**config.mk**
```make
export PLATFORM = sky130hd
export DESIGN_NAME = pipeline_hazard_ctrl
export DESIGN_NICKNAME = d
export VERILOG_FILES = /design/src/rtl/pipeline_hazard_ctrl.sv
export SDC_FILE = /design/constraint.sdc
export NUM_CORES = 1
export LEC_CHECK = 0
export ABC_AREA = 1
export BUFFER_PORTS_ARGS = -buffer_cell sky130_fd_sc_hd__buf_2
export CAP_MARGIN = 0
export CORE_ASPECT_RATIO = 0.75
export CORE_MARGIN = 3
export CORE_UTILIZATION = 45
export CTS_CLUSTER_DIAMETER = 150
export DETAILED_ROUTE_END_ITERATION = 12
export GPL_ROUTABILITY_DRIVEN = 0
export MAX_ROUTING_LAYER = met4
export PLACE_DENSITY = 0.8
export SETUP_SLACK_MARGIN = 0.4
export SYNTH_ARGS = -nofsm -noshare
export SYNTH_HDL_FRONTEND = slang
export SYNTH_SLANG_ARGS = --single-unit
```
**constraint.sdc**
```tcl
create_clock -name clk -period 1.65 [get_ports clk]
set_input_delay 0.165 -clock clk [delete_from_list [all_inputs] [get_ports clk]]
set_output_delay 0.165 -clock clk [all_outputs]
set_load 0.01 [all_outputs]
```
**src/rtl/pipeline_hazard_ctrl.sv**
```systemverilog
// Control-path sequencer for a 5-stage MIPS pipeline: carries decoded control through
// ID/EX, EX/MEM and MEM/WB and resolves freezes, taken branches, load-use stalls and jumps.
module pipeline_hazard_ctrl #(
   parameter int AW     = 5,
   parameter bit FWD_EN = 1'b1
) (
   input  logic          clk,
   input  logic          rst,
   input  logic [9:0]    id_ctrl,
   input  logic [AW-1:0] id_rs,
   input  logic [AW-1:0] id_rt,
   input  logic [AW-1:0] id_rd,
   input  logic          ex_branch_taken,
   input  logic          dmem_ready,
   output logic          pc_write,
   output logic          ifid_write,
   output logic          ifid_flush,
   output logic [1:0]    pc_src,
   output logic [4:0]    ex_ctrl,
   output logic [AW-1:0] ex_rs,
   output logic [AW-1:0] ex_rt,
   output logic [1:0]    mem_ctrl,
   output logic [1:0]    wb_ctrl,
   output logic [AW-1:0] wb_dst,
   output logic [1:0]    forward_a,
   output logic [1:0]    forward_b
);

   localparam int C_REGDST   = 9;
   localparam int C_ALUSRC   = 8;
   localparam int C_MEMTOREG = 7;
   localparam int C_REGWRITE = 6;
   localparam int C_MEMREAD  = 5;
   localparam int C_MEMWRITE = 4;
   localparam int C_BRANCH   = 3;
   localparam int C_JUMP     = 2;

   localparam logic [1:0] PC_SEQ    = 2'b00;
   localparam logic [1:0] PC_BRANCH = 2'b01;
   localparam logic [1:0] PC_JUMP   = 2'b10;

   localparam logic [1:0] FWD_NONE  = 2'b00;
   localparam logic [1:0] FWD_WB    = 2'b01;
   localparam logic [1:0] FWD_MEM   = 2'b10;

   typedef struct packed {
      logic          vld;
      logic          regdst;
      logic          alusrc;
      logic          memtoreg;
      logic          regwrite;
      logic          memread;
      logic          memwrite;
      logic          branch;
      logic [1:0]    aluop;
      logic [AW-1:0] rs;
      logic [AW-1:0] rt;
      logic [AW-1:0] dst;
   } ex_t;

   typedef struct packed {
      logic          vld;
      logic          memtoreg;
      logic          regwrite;
      logic          memread;
      logic          memwrite;
      logic [AW-1:0] dst;
   } mem_t;

   typedef struct packed {
      logic          vld;
      logic          memtoreg;
      logic          regwrite;
      logic [AW-1:0] dst;
   } wb_t;

   typedef enum logic [2:0] {
      ACT_NORMAL,
      ACT_JUMP,
      ACT_STALL,
      ACT_BRANCH,
      ACT_FREEZE,
      ACT_RESET
   } act_t;

   ex_t  ex_p0;
   mem_t mem_p1;
   wb_t  wb_p2;

   ex_t  id_word;
   logic id_uses_rt;
   logic freeze;
   logic load_use;
   logic raw_stall;
   logic stall;
   act_t act;

   // A nonzero destination that matches a source the ID instruction actually reads.
   function automatic logic dst_hit(input logic [AW-1:0] dst,
                                    input logic [AW-1:0] rs,
                                    input logic [AW-1:0] rt,
                                    input logic          use_rt);
      return (dst != '0) && ((dst == rs) || (use_rt && (dst == rt)));
   endfunction

   function automatic logic [1:0] fwd_sel(input logic [AW-1:0] src,
                                          input mem_t          m,
                                          input wb_t           w);
      logic [1:0] sel;
      sel = FWD_NONE;
      if (m.vld && m.regwrite && (m.dst != '0) && (m.dst == src))
         sel = FWD_MEM;
      else if (w.vld && w.regwrite && (w.dst != '0) && (w.dst == src))
         sel = FWD_WB;
      return sel;
   endfunction

   function automatic mem_t ex_to_mem(input ex_t e);
      mem_t m;
      m.vld      = e.vld;
      m.memtoreg = e.memtoreg;
      m.regwrite = e.regwrite;
      m.memread  = e.memread;
      m.memwrite = e.memwrite;
      m.dst      = e.dst;
      return m;
   endfunction

   function automatic wb_t mem_to_wb(input mem_t m);
      wb_t w;
      w.vld      = m.vld;
      w.memtoreg = m.memtoreg;
      w.regwrite = m.regwrite;
      w.dst      = m.dst;
      return w;
   endfunction

   // ID stage: decode the control word into the EX-bound record
   always_comb begin
      id_word          = '0;
      id_word.vld      = 1'b1;
      id_word.regdst   = id_ctrl[C_REGDST];
      id_word.alusrc   = id_ctrl[C_ALUSRC];
      id_word.memtoreg = id_ctrl[C_MEMTOREG];
      id_word.regwrite = id_ctrl[C_REGWRITE];
      id_word.memread  = id_ctrl[C_MEMREAD];
      id_word.memwrite = id_ctrl[C_MEMWRITE];
      // Jump is resolved in ID, so a stray Branch bit must not re-trigger in EX.
      id_word.branch   = id_ctrl[C_BRANCH] & ~id_ctrl[C_JUMP];
      id_word.aluop    = id_ctrl[1:0];
      id_word.rs       = id_rs;
      id_word.rt       = id_rt;
      if (id_ctrl[C_REGWRITE])
         id_word.dst = id_ctrl[C_REGDST] ? id_rd : id_rt;
      id_uses_rt = ~id_ctrl[C_ALUSRC] | id_ctrl[C_MEMWRITE];
   end

   always_comb begin
      freeze    = mem_p1.vld & (mem_p1.memread | mem_p1.memwrite) & ~dmem_ready;
      load_use  = ex_p0.vld & ex_p0.memread & dst_hit(ex_p0.dst, id_rs, id_rt, id_uses_rt);
      raw_stall = 1'b0;
      // Without forwarding every in-flight producer ahead of WB blocks its consumer.
      if (!FWD_EN)
         raw_stall = dst_hit(ex_p0.dst, id_rs, id_rt, id_uses_rt) |
                     dst_hit(mem_p1.dst, id_rs, id_rt, id_uses_rt);
      stall = load_use | raw_stall;
   end

   always_comb begin
      act = ACT_NORMAL;
      if (rst)
         act = ACT_RESET;
      else if (freeze)
         act = ACT_FREEZE;
      else if (ex_branch_taken)
         act = ACT_BRANCH;
      else if (stall)
         act = ACT_STALL;
      else if (id_ctrl[C_JUMP])
         act = ACT_JUMP;
   end

   always_comb begin
      pc_write   = 1'b1;
      ifid_write = 1'b1;
      ifid_flush = 1'b0;
      pc_src     = PC_SEQ;
      case (act)
         ACT_RESET: begin
            pc_write   = 1'b0;
            ifid_write = 1'b0;
            ifid_flush = 1'b1;
         end
         ACT_FREEZE: begin
            pc_write   = 1'b0;
            ifid_write = 1'b0;
         end
         ACT_BRANCH: begin
            pc_src     = PC_BRANCH;
            ifid_flush = 1'b1;
         end
         ACT_STALL: begin
            pc_write   = 1'b0;
            ifid_write = 1'b0;
         end
         ACT_JUMP: begin
            pc_src     = PC_JUMP;
            ifid_flush = 1'b1;
         end
         default: ;
      endcase
   end

   // ID/EX, EX/MEM, MEM/WB control registers
   always_ff @(posedge clk) begin
      if (rst) begin
         ex_p0  <= '0;
         mem_p1 <= '0;
         wb_p2  <= '0;
      end else begin
         case (act)
            // EX and MEM hold; WB empties so the held instruction cannot write twice.
            ACT_FREEZE: wb_p2 <= '0;
            ACT_BRANCH, ACT_STALL: begin
               ex_p0  <= '0;
               mem_p1 <= ex_to_mem(ex_p0);
               wb_p2  <= mem_to_wb(mem_p1);
            end
            default: begin
               ex_p0  <= id_word;
               mem_p1 <= ex_to_mem(ex_p0);
               wb_p2  <= mem_to_wb(mem_p1);
            end
         endcase
      end
   end

   // EX forwarding selects from registered downstream state
   generate
      if (FWD_EN) begin : g_fwd
         assign forward_a = fwd_sel(ex_p0.rs, mem_p1, wb_p2);
         assign forward_b = fwd_sel(ex_p0.rt, mem_p1, wb_p2);
      end else begin : g_nofwd
         assign forward_a = FWD_NONE;
         assign forward_b = FWD_NONE;
      end
   endgenerate

   assign ex_ctrl  = {ex_p0.regdst, ex_p0.alusrc, ex_p0.branch, ex_p0.aluop};
   assign ex_rs    = ex_p0.rs;
   assign ex_rt    = ex_p0.rt;
   assign mem_ctrl = {mem_p1.memread, mem_p1.memwrite};
   assign wb_ctrl  = {wb_p2.memtoreg, wb_p2.regwrite};
   assign wb_dst   = wb_p2.dst;

endmodule

```
**After elaboration in Yosys (flattened, before gate mapping)**

Cells that the tools add are included.

- Equality and inequality tests: 11
- Bitwise logic cells: 10
- Reduce and logical (&&, ||, !) cells: 18
- Muxes and demuxes: 15

Operators by type and width:

| cell | count |
|---|---|
| case mux 25 bit (2 select lines) | 1 |
| equality test 5 bit | 6 |
| nonzero test 5 bit | 3 |
| logical AND 1 bit | 10 |
| two-way mux 5 bit | 2 |
| two-way mux 2 bit | 4 |
| equality test 3 x 2 -> 1 bit (second input constant) | 2 |
| equality test 3 bit (second input constant) | 2 |
| two-way mux 3 bit | 2 |
| OR reduction 3 bit | 2 |
| bitwise AND 1 bit | 5 |
| two-way mux 1 bit | 5 |
| case mux 2 bit (2 select lines) | 1 |
| OR reduction 2 bit | 2 |
| equality test 3 x 1 -> 1 bit (second input constant) | 1 |
| inverter 1 bit | 3 |
| OR 1 bit | 2 |
| logical OR 1 bit | 1 |

- Bits in registers: 43
- Word-level logic and storage cells: 76
- Bits of input ports: 29
- Output and inout port bits: 33

**Logic depth before layout (Yosys ltp)**

Gate-level depths: netlist of run 1.

- Depth in word-level cells: 13
- Depth in mapped cells: 11
- Depth with buffers taken out: 11

**Worst setup path before layout of run 1**

OpenSTA, ideal clock, no wires.

- Path type: register -> output
- From: register ex_p0 (netlist bit ex_rt[3])
- To: output forward_b[0]
- Data required time: 1.485 ns
- Arrival: 1.225 ns
- Stages on the path, launching flop included: 5
- Path slack: 0.260 ns
- Buffers on the path: 0
- Cell sequence: dfxtp_1 > xnor2_1 > nand3_1 > nor4_1 > nor3_1

- Cells in the longest elaborated chain, start to end: 4
- Elaborated cells between the ends (all ways): 6
- Classes of those cells: 2 x eq/ne; 2 x mux; 2 x reduce/logical

Ends and longest elaborated chain:

| element | RTL line | source |
|---|---|---|
| from (decl) | 86 | `ex_t ex_p0;` |
| from (signal assigned) | 230 | `ex_p0 <= id_word;` |
| equality test 5 bit | 113 | `else if (w.vld && w.regwrite && (w.dst != '0) && (w.dst == src))` |
| logical AND 1 bit | 113 |  |
| two-way mux 1 bit | 113 |  |
| two-way mux 2 bit * | 111 | `if (m.vld && m.regwrite && (m.dst != '0) && (m.dst == src))` |
| to (decl) | 26 | `output logic [1:0] forward_b` |

Mark *: on every way between the ends. The rest lies on a longest branch, timed or not.

**Final worst setup path of run 1**

- From: register ex_p0[3] (netlist bit)
- To: output pc_src[0]

- Cells in the longest elaborated chain, start to end: 11
- Elaborated cells between the ends (all ways): 14
- Classes of those cells: 4 x eq/ne; 5 x mux; 1 x bitwise; 4 x reduce/logical

Ends and longest elaborated chain:

| element | RTL line | source |
|---|---|---|
| equality test 5 bit | 103 | `return (dst != '0) && ((dst == rs) \|\| (use_rt && (dst == rt)));` |
| logical AND 1 bit | 103 |  |
| logical OR 1 bit | 103 |  |
| logical AND 1 bit * | 103 |  |
| bitwise AND 1 bit * | 160 | `load_use = ex_p0.vld & ex_p0.memread & dst_hit(ex_p0.dst, id_rs, id_rt, id_uses_rt);` |
| two-way mux 2 bit * | 177 | `else if (stall)` |
| two-way mux 2 bit * | 175 | `else if (ex_branch_taken)` |
| two-way mux 3 bit * | 173 | `else if (freeze)` |
| two-way mux 3 bit * | 171 | `if (rst)` |
| equality test 3 x 1 -> 1 bit / equality test 3 x 2 -> 1 bit (equally long branches) | 188 | `case (act)` |
| case mux 2 bit (2 select lines) * | 188 |  |
| to (decl) | 18 | `output logic [1:0] pc_src,` |

Marked as above.

==> results of run 1 <==
==> path summary, 6_finish.rpt <==
check / from / end / slack (ns) / cells past startpoint
worst max register to register: ex_p0[3]$_SDFFE_PP0P_ / ex_p0[4]$_SDFFE_PP0P_ / -0.02 / 13
worst min register to register: mem_p1[8]$_SDFFE_PP0P_ / wb_ctrl[1]$_SDFF_PP0_ / 0.46 / 2
worst max-delay path: ex_p0[3]$_SDFFE_PP0P_ / pc_src[0] / -0.18 / 11
worst min-delay path: id_ctrl[7] / ex_p0[21]$_SDFFE_PP0P_ / 0.1 / 3
==> per-stage QoR <==
| step | TNS (ns) | utilization | power (W) | hold slack, ns |
|---|---|---|---|---|
| finish | -0.637 | 0.687 | 0.00220 | 0.0977 |
| global route | -1.86 | 0.687 | 0.00228 | 0.102 |
| CTS | -0.152 | 0.633 | 0.00214 | 0.106 |
| detailed placement | 0 | 0.535 | 0.00143 | 0.414 |
| global placement | 0 | 0.535 | 0.00142 | 0.406 |
| floorplan | 0 | - | 0.00135 | 0.308 |
==> logic make-up (layout without fill, tap and decap cells) <==
kind of cell,after synthesis,after routing
AO/OA/AOI/OAI,37,37
XOR/XNOR,21,21
buffers and inverters,77,140
flip-flops,43,43
AND/OR/NAND/NOR,115,116
==> routing by layer <==
metal,GRT usage,part of all wire,vias to the layer above
met5,-,0,-
met4,0.0642,0.018,0
met3,0.0469,0.062,15
met2,0.365,0.50,99
met1,0.259,0.42,997
li1,-,-,1031
==> power breakdown <==
| group | leakage, nW | total [W] | internal [W] | switching [W] |
|---|---|---|---|---|
| clock | 0.0412 | 0.000675 | 0.000296 | 0.000378 |
| combinational | 1.18 | 0.000413 | 0.000194 | 0.000218 |
| sequential | 0.365 | 0.00111 | 0.00107 | 0.0000436 |
| total | 1.59 | 0.00220 | 0.00156 | 0.000640 |
==> cell type report <==
cell class | instances | share of cell area
clock buffer | 6 | 0.0226
clock inverter | 2 | 0.00390
inverter | 43 | 0.0557
multi-input combinational | 174 | 0.378
sequential | 43 | 0.285
tap | 57 | 0.0222
timing repair buffer | 89 | 0.233
==> layout by cell type, fill, tap and decap left out, types with 9 or more instances in the layout <==
| cell type | netlist | final |
|---|---|---|
| dfxtp_2 | 0 | 14 |
| o21ai_2 | 16 | 19 |
| buf_4 | 27 | 10 |
| nand2_1 | 59 | 52 |
| dfxtp_4 | 0 | 10 |
| xor2_1 | 10 | 9 |
| buf_2 | 1 | 60 |
| xnor2_1 | 11 | 9 |
| inv_1 | 40 | 33 |
| dfxtp_1 | 43 | 19 |
| o22ai_2 | 4 | 9 |
| nor2_1 | 23 | 20 |
==> sequential cells by signal, indices dropped and copies added, names as in the netlist, 2 cells and up <==
name      count
wb_ctrl       2
mem_p1        8
ex_rt         5
wb_dst        5
mem_ctrl      2
ex_p0        10
ex_rs         5
ex_ctrl       5
==> worst register-to-register path: stages, from the launching register on <==
cell	delay, ns
dfxtp_4	0.38
inv_2	0.06
nand2_2	0.05
nand2_1	0.06
nor2_2	0.15
nand3_1	0.11
nand2_2	0.13
nand2_4	0.08
nand2_2	0.07
nand2_2	0.06
buf_4	0.14
buf_6	0.12
nand4_1	0.08
nand2_1	0.07
==> what timing repair did <==
action	4_1_cts	5_1_grt
cloned	4	4
setup buffers	7	8
resized for setup	70	24
endpoints found under the hold margin	0	0
pin swaps	17	14
endpoints found under the setup margin	52	52
hold buffers	0	0
==> run_results.csv, run 1 <==
group,metric,value,unit
synthesis,ys_ff_latch,43,
worst_setup_path,crit_top_cell,"nand2_2",
synthesis,synth_top_area_frac,0.374,
power,vdd_ir_drop_max,0.392,mV
timing,min_period,1.83,ns
placement,portBuffers,61,
die,pin_count,62,
synthesis,seq_area_frac_synth,0.374,
timing,slew_violations,0,
detailed_routing,num_vias,2142,
layout,antennaDiodeCount,0,
detailed_routing,dr.pass1.iters,4,
global_routing,overflow,0,
synthesis,yosys.cell_count.top_type,"nand2_1",
clock_network,cts_buffer_depth,2,
detailed_routing,first_iter_violations,150,
timing,finalSetupViolations,6,
synthesis,synth_compound_area_frac,0.129,
synthesis,netlist_area,2300,um^2
synthesis,synth_fa_ha_area_frac,0,
global_routing,grt_pass1_wl,9370,um
worst_setup_path,critPathTopFamily,"simple AND/OR/NAND/NOR gates",
layout,seq_area,916,um^2
layout,nFillCells,355,
worst_setup_path,crit_slowest_cell,"dfxtp_4",
worst_setup_path,path_buf_inv,2,
timing,max-slew-margin-rel,0.780,
timing,rsz0062_at_grt,"yes",
global_routing,antenna_found_initial,0,
detailed_routing,routedWlPerCell,16.6,um
layout,stdcell_count,414,
die,core_area,4680,um^2
synthesis,ys_top_cells_by_area,"dfxtp_1 (37%), nand2_1 (9.6%), buf_4 (8.8%), inv_1 (6.5%), o21ai_2 (6.1%)",
worst_setup_path,path_cells,"inv_2, nand2_2, nand2_1, nor2_2, nand3_1, nand2_2, nand2_4, nand2_2, nand2_2, nor2_2, buf_2",
synthesis,synth-xor-area-share,0.0800,
die,row_count,21,
layout,drive_above_1_share,0.527,
detailed_routing,drtAntennaViolNets,0,
clock_network,cts_num_sinks,43,
timing,skew,0.00950,ns
synthesis,synth_async_sr_flop_share,0,
worst_setup_path,slowest_delay,0.38,ns
layout,area.growth.synth_to_final,39.7,%
global_routing,gr-usage-all-layers,0.215,
clock_network,numCtsBuffers,5,
timing,final_hold_viol_count,0,
power,p_leak,1.59,nW
clock_network,clk_latency,0.31,ns
run,maxCapViolCount,0,
clock_network,cts_tree,"built",
synthesis,synth_cells,293,
detailed_routing,totalWireLength,6890,um
placement,place_inst,383,
timing,fin_ws,-0.181,ns
global_routing,grt_pass1_vias,1931,
outcome,run_status,"complete, but fails checks",
timing,fmax,0.546,GHz
placement,place_area,2500,um^2
clock_network,cts-root-buf,"clkbuf_8",
synthesis,synthSimpleGateAreaFrac,0.221,
outcome,failed_checks,"setup timing",
worst_setup_path,cp_data_arrival_time,1.67,ns
die,initial_utilization,0.492,
layout,multi_input_area,1210,um^2
clock_network,clk_pin_slew,0.08,ns
worst_setup_path,end_kind,"output port",
clock_network,cts_htree_levels,2,
worst_hold_path,hp-class,"primary input to flip-flop",
die,die_x,88.5,um
placement,place_ws,0.131,ns
layout,final_nets,385,
worst_setup_path,critPathKind,"flip-flop to output port",
synthesis,synthMuxAreaShare,0,
layout,final_area,3210,um^2
synthesis,synth_top_family_by_area,"simple AND/OR/NAND/NOR gates",
synthesis,yosysWarnings,0,
worst_setup_path,cp.required,1.48,ns
synthesis,syn_nets,322,
placement,hpwlAfterDp,4030,um
timing,period_share,1.11,
die,fp.dieArea,6010,um^2
timing,worst_slew_pin_slew,0.330,ns
die,die_h,67.9,um
synthesis,ys.flop_type,"dfxtp_1",
worst_setup_path,start_kind,"flip-flop",
synthesis,synth_area_per_cell,7.85,um^2
global_routing,grt_start_max_net_pins,22,
synthesis,netlist-cell-type-count,26,
power,power.density,685,nW/um^2
synthesis,synth_edf_count,0,
synthesis,synth_common_cells,"nand2_1 (59), dfxtp_1 (43), inv_1 (40)",
detailed_routing,avgViaCountPerCell,5.17,
detailed_routing,post-route-drc-count,0,
synthesis,yosys.area.top_type,"dfxtp_1",
worst_setup_path,critPathMaxFanout,5,
Power figures use the tool's default switching activity.
==> inputs of run 2 (changes only) <==
--- a/config.mk
+++ b/config.mk
@@ -10,12 +10,12 @@
 export CAP_MARGIN = 0
 export CORE_ASPECT_RATIO = 0.75
 export CORE_MARGIN = 3
-export CORE_UTILIZATION = 45
+export CORE_UTILIZATION = 47
 export CTS_CLUSTER_DIAMETER = 150
 export DETAILED_ROUTE_END_ITERATION = 12
 export GPL_ROUTABILITY_DRIVEN = 0
 export MAX_ROUTING_LAYER = met4
-export PLACE_DENSITY = 0.8
+export PLACE_DENSITY = 0.85
 export SETUP_SLACK_MARGIN = 0.4
 export SYNTH_ARGS = -nofsm -noshare
 export SYNTH_HDL_FRONTEND = slang
==> constraint.sdc (replaced) <==
create_clock -name clk -period 1.55 [get_ports clk]
set_input_delay 0.155 -clock clk [delete_from_list [all_inputs] [get_ports clk]]
set_output_delay 0.155 -clock clk [all_outputs]
set_load 0.01 [all_outputs]
==> run_results.csv, run 2 (same netlist as run 1, synthesis figures left out) <==
group,metric,value,unit
outcome,run_status,"complete, but fails checks",
outcome,failed_checks,"setup timing",
worst_setup_path,r2r_start,"ex_p0[0]$_SDFFE_PP0P_",
timing,min_period,1.78,ns
worst_setup_path,slowest_delay,0.38,ns
layout,final_common_cell,"buf_2",
timing,hold_ws,0.0662,ns
power,vdd_ir_drop_max,0.609,mV
detailed_routing,drtAntennaViolNets,0,
power,power.density,767,nW/um^2
worst_hold_path,hp-class,"primary input to flip-flop",
worst_setup_path,reg2reg_slack,-0.11,ns
layout,drive_above_1_share,0.561,
clock_network,cts_htree_levels,2,
layout,area.growth.synth_to_final,42.7,%
timing,max-slew-margin-rel,0.774,
timing,setup_tns,-1.59,ns
die,initial_utilization,0.500,
die,fp.dieArea,5780,um^2
timing,period_share,1.15,
layout,antennaDiodeCount,0,
clock_network,ctsHoldBuffers,0,
detailed_routing,num_vias,2151,
layout,top_register,"ex_p0",
layout,largest_register_ffs,10,
timing,worst_slew_pin_slew,0.338,ns
timing,slew_violations,0,
die,die_x,86.8,um
worst_setup_path,r2r_cells,13,
timing,fin_ws,-0.230,ns
worst_setup_path,critPathMaxFanout,5,
worst_hold_path,hp-start,"id_ctrl[7]",
clock_network,cts-root-buf,"clkbuf_8",
detailed_routing,routedWlPerCell,16.4,um
power,p_leak,1.57,nW
timing,final_hold_viol_count,0,
clock_network,cts_tree,"built",
clock_network,cts_num_sinks,43,
global_routing,gr-usage-all-layers,0.221,
timing,fmax,0.562,GHz
clock_network,numCtsBuffers,5,
worst_setup_path,crit_slowest_cell,"dfxtp_4",
die,die_h,66.6,um
layout,most-common-layout-cells,"buf_2 (57), nand2_1 (50), inv_1 (32)",
worst_setup_path,critPathKind,"flip-flop to output port",
layout,multi_input_area,1320,um^2
layout,seq_area,920,um^2
worst_setup_path,path_buf_inv,2,
worst_setup_path,crit_top_cell,"nand2_4",
placement,place_ws,0.0456,ns
timing,skew,0.00710,ns
global_routing,overflow,0,
layout,nFillCells,318,
global_routing,antenna_found_initial,0,
clock_network,clk_latency,0.30,ns
worst_setup_path,critPathTopFamily,"simple AND/OR/NAND/NOR gates",
placement,portBuffers,61,
global_routing,grt_pass1_wl,9460,um
global_routing,grt_pass1_vias,1933,
detailed_routing,first_iter_violations,147,
worst_setup_path,cp_data_arrival_time,1.62,ns
worst_hold_path,whs_endpoint,"ex_p0[21]$_SDFFE_PP0P_",
timing,rsz0062_at_grt,"yes",
run,maxCapViolCount,0,
detailed_routing,dr.pass1.iters,4,
detailed_routing,totalWireLength,6710,um
die,pin_count,62,
worst_setup_path,path_cells,"inv_6, nand2_2, nand2_1, nor2_1, nand3_1, nand2_4, nand2_4, nand2_2, nand2_4, nor2_4, buf_6",
power,finalPower,0.00252,W
placement,hpwlAfterDp,4040,um
die,core_area,4600,um^2
layout,reg.largest.list,"ex_p0 (10), mem_p1 (8)",
detailed_routing,avgViaCountPerCell,5.27,
worst_setup_path,r2r-end,"ex_p0[2]$_SDFFE_PP0P_",
layout,final_nets,379,
global_routing,grt_start_max_net_pins,19,
clock_network,cts_buffer_depth,2,
worst_setup_path,end_kind,"output port",
worst_setup_path,start_kind,"flip-flop",
clock_network,clk_pin_slew,0.08,ns
timing,finalSetupViolations,18,
worst_hold_path,hold_depth,3,
detailed_routing,post-route-drc-count,0,
worst_setup_path,cp.required,1.39,ns
die,row_count,21,
-- run 2: cell types whose count changed in the layout (fill, tap and decap cells not counted), moves of 5 or more --
| cell | delta |
|---|---|
| o22ai_1 | +5 |
| inv_4 | +5 |
| nor2_1 | -12 |
| nor2_4 | +9 |
| o22ai_2 | -5 |
| dfxtp_2 | -6 |
-- run 2: worst max-delay path by stage --
stage / end / cells past startpoint / startpoint
2_1_floorplan: pc_src[1] / 10 / ex_p0[3]$_SDFFE_PP0P_
3_3_place_gp: pc_src[0] / 11 / ex_p0[0]$_SDFFE_PP0P_
3_5_place_dp: pc_src[0] / 11 / ex_p0[0]$_SDFFE_PP0P_
4_1_cts: ifid_flush / 10 / ex_p0[1]$_SDFFE_PP0P_
5_1_grt: ifid_flush / 10 / ex_p0[1]$_SDFFE_PP0P_
6_report: pc_src[0] / 11 / ex_p0[0]$_SDFFE_PP0P_
-- run 2: what timing repair did --
action                     in CTS  in global routing
setup endpoints to repair      52                 54
cloned                          2                  4
hold endpoints to repair        0                  0
buffers inserted                6                  4
gates resized for setup        38                 64
pin swaps                       9                 21
-- run 2: where the power goes --
group | internal [W] | switching, W | total [W]
clock network | 0.000479 | 0.000392 | 0.000871
registers | 0.00113 | 0.0000526 | 0.00119
logic | 0.000212 | 0.000246 | 0.000459
-- run 2: cell type report --
| cell class | instances | area share |
|---|---|---|
| Multi-Input combinational cell | 173 | 0.401 |
| Sequential cell | 43 | 0.280 |
| Timing Repair Buffer | 84 | 0.207 |
| Inverter | 43 | 0.0560 |
| Tap cell | 57 | 0.0217 |
| Clock buffer | 5 | 0.0210 |
| Clock inverter | 3 | 0.0133 |
-- run 2: through the flow --
stage	instance area, um^2	utilization	std cells
5_1_grt	3280	0.714	408
2_1_floorplan	2390	-	293
3_3_place_gp	2570	0.558	384
3_5_place_dp	2570	0.558	384
4_1_cts	2940	0.639	400
6_report	3280	0.714	408
-- run 2: per-layer routing --
layer  vias to the layer above  wire length, um  global-route usage
li1                       1024                -                   -
met1                      1013             2620               0.271
met2                        98             3430               0.361
met3                        16              516              0.0581
met4                         0              136              0.0642
met5                         -                0                   -
-- run 2: worst register-to-register path: cells and delay by family, from the launching register on --
family,cells,cell delay [ns]
buf+inv,3,0.34
flops,1,0.38
simple gates,10,0.84
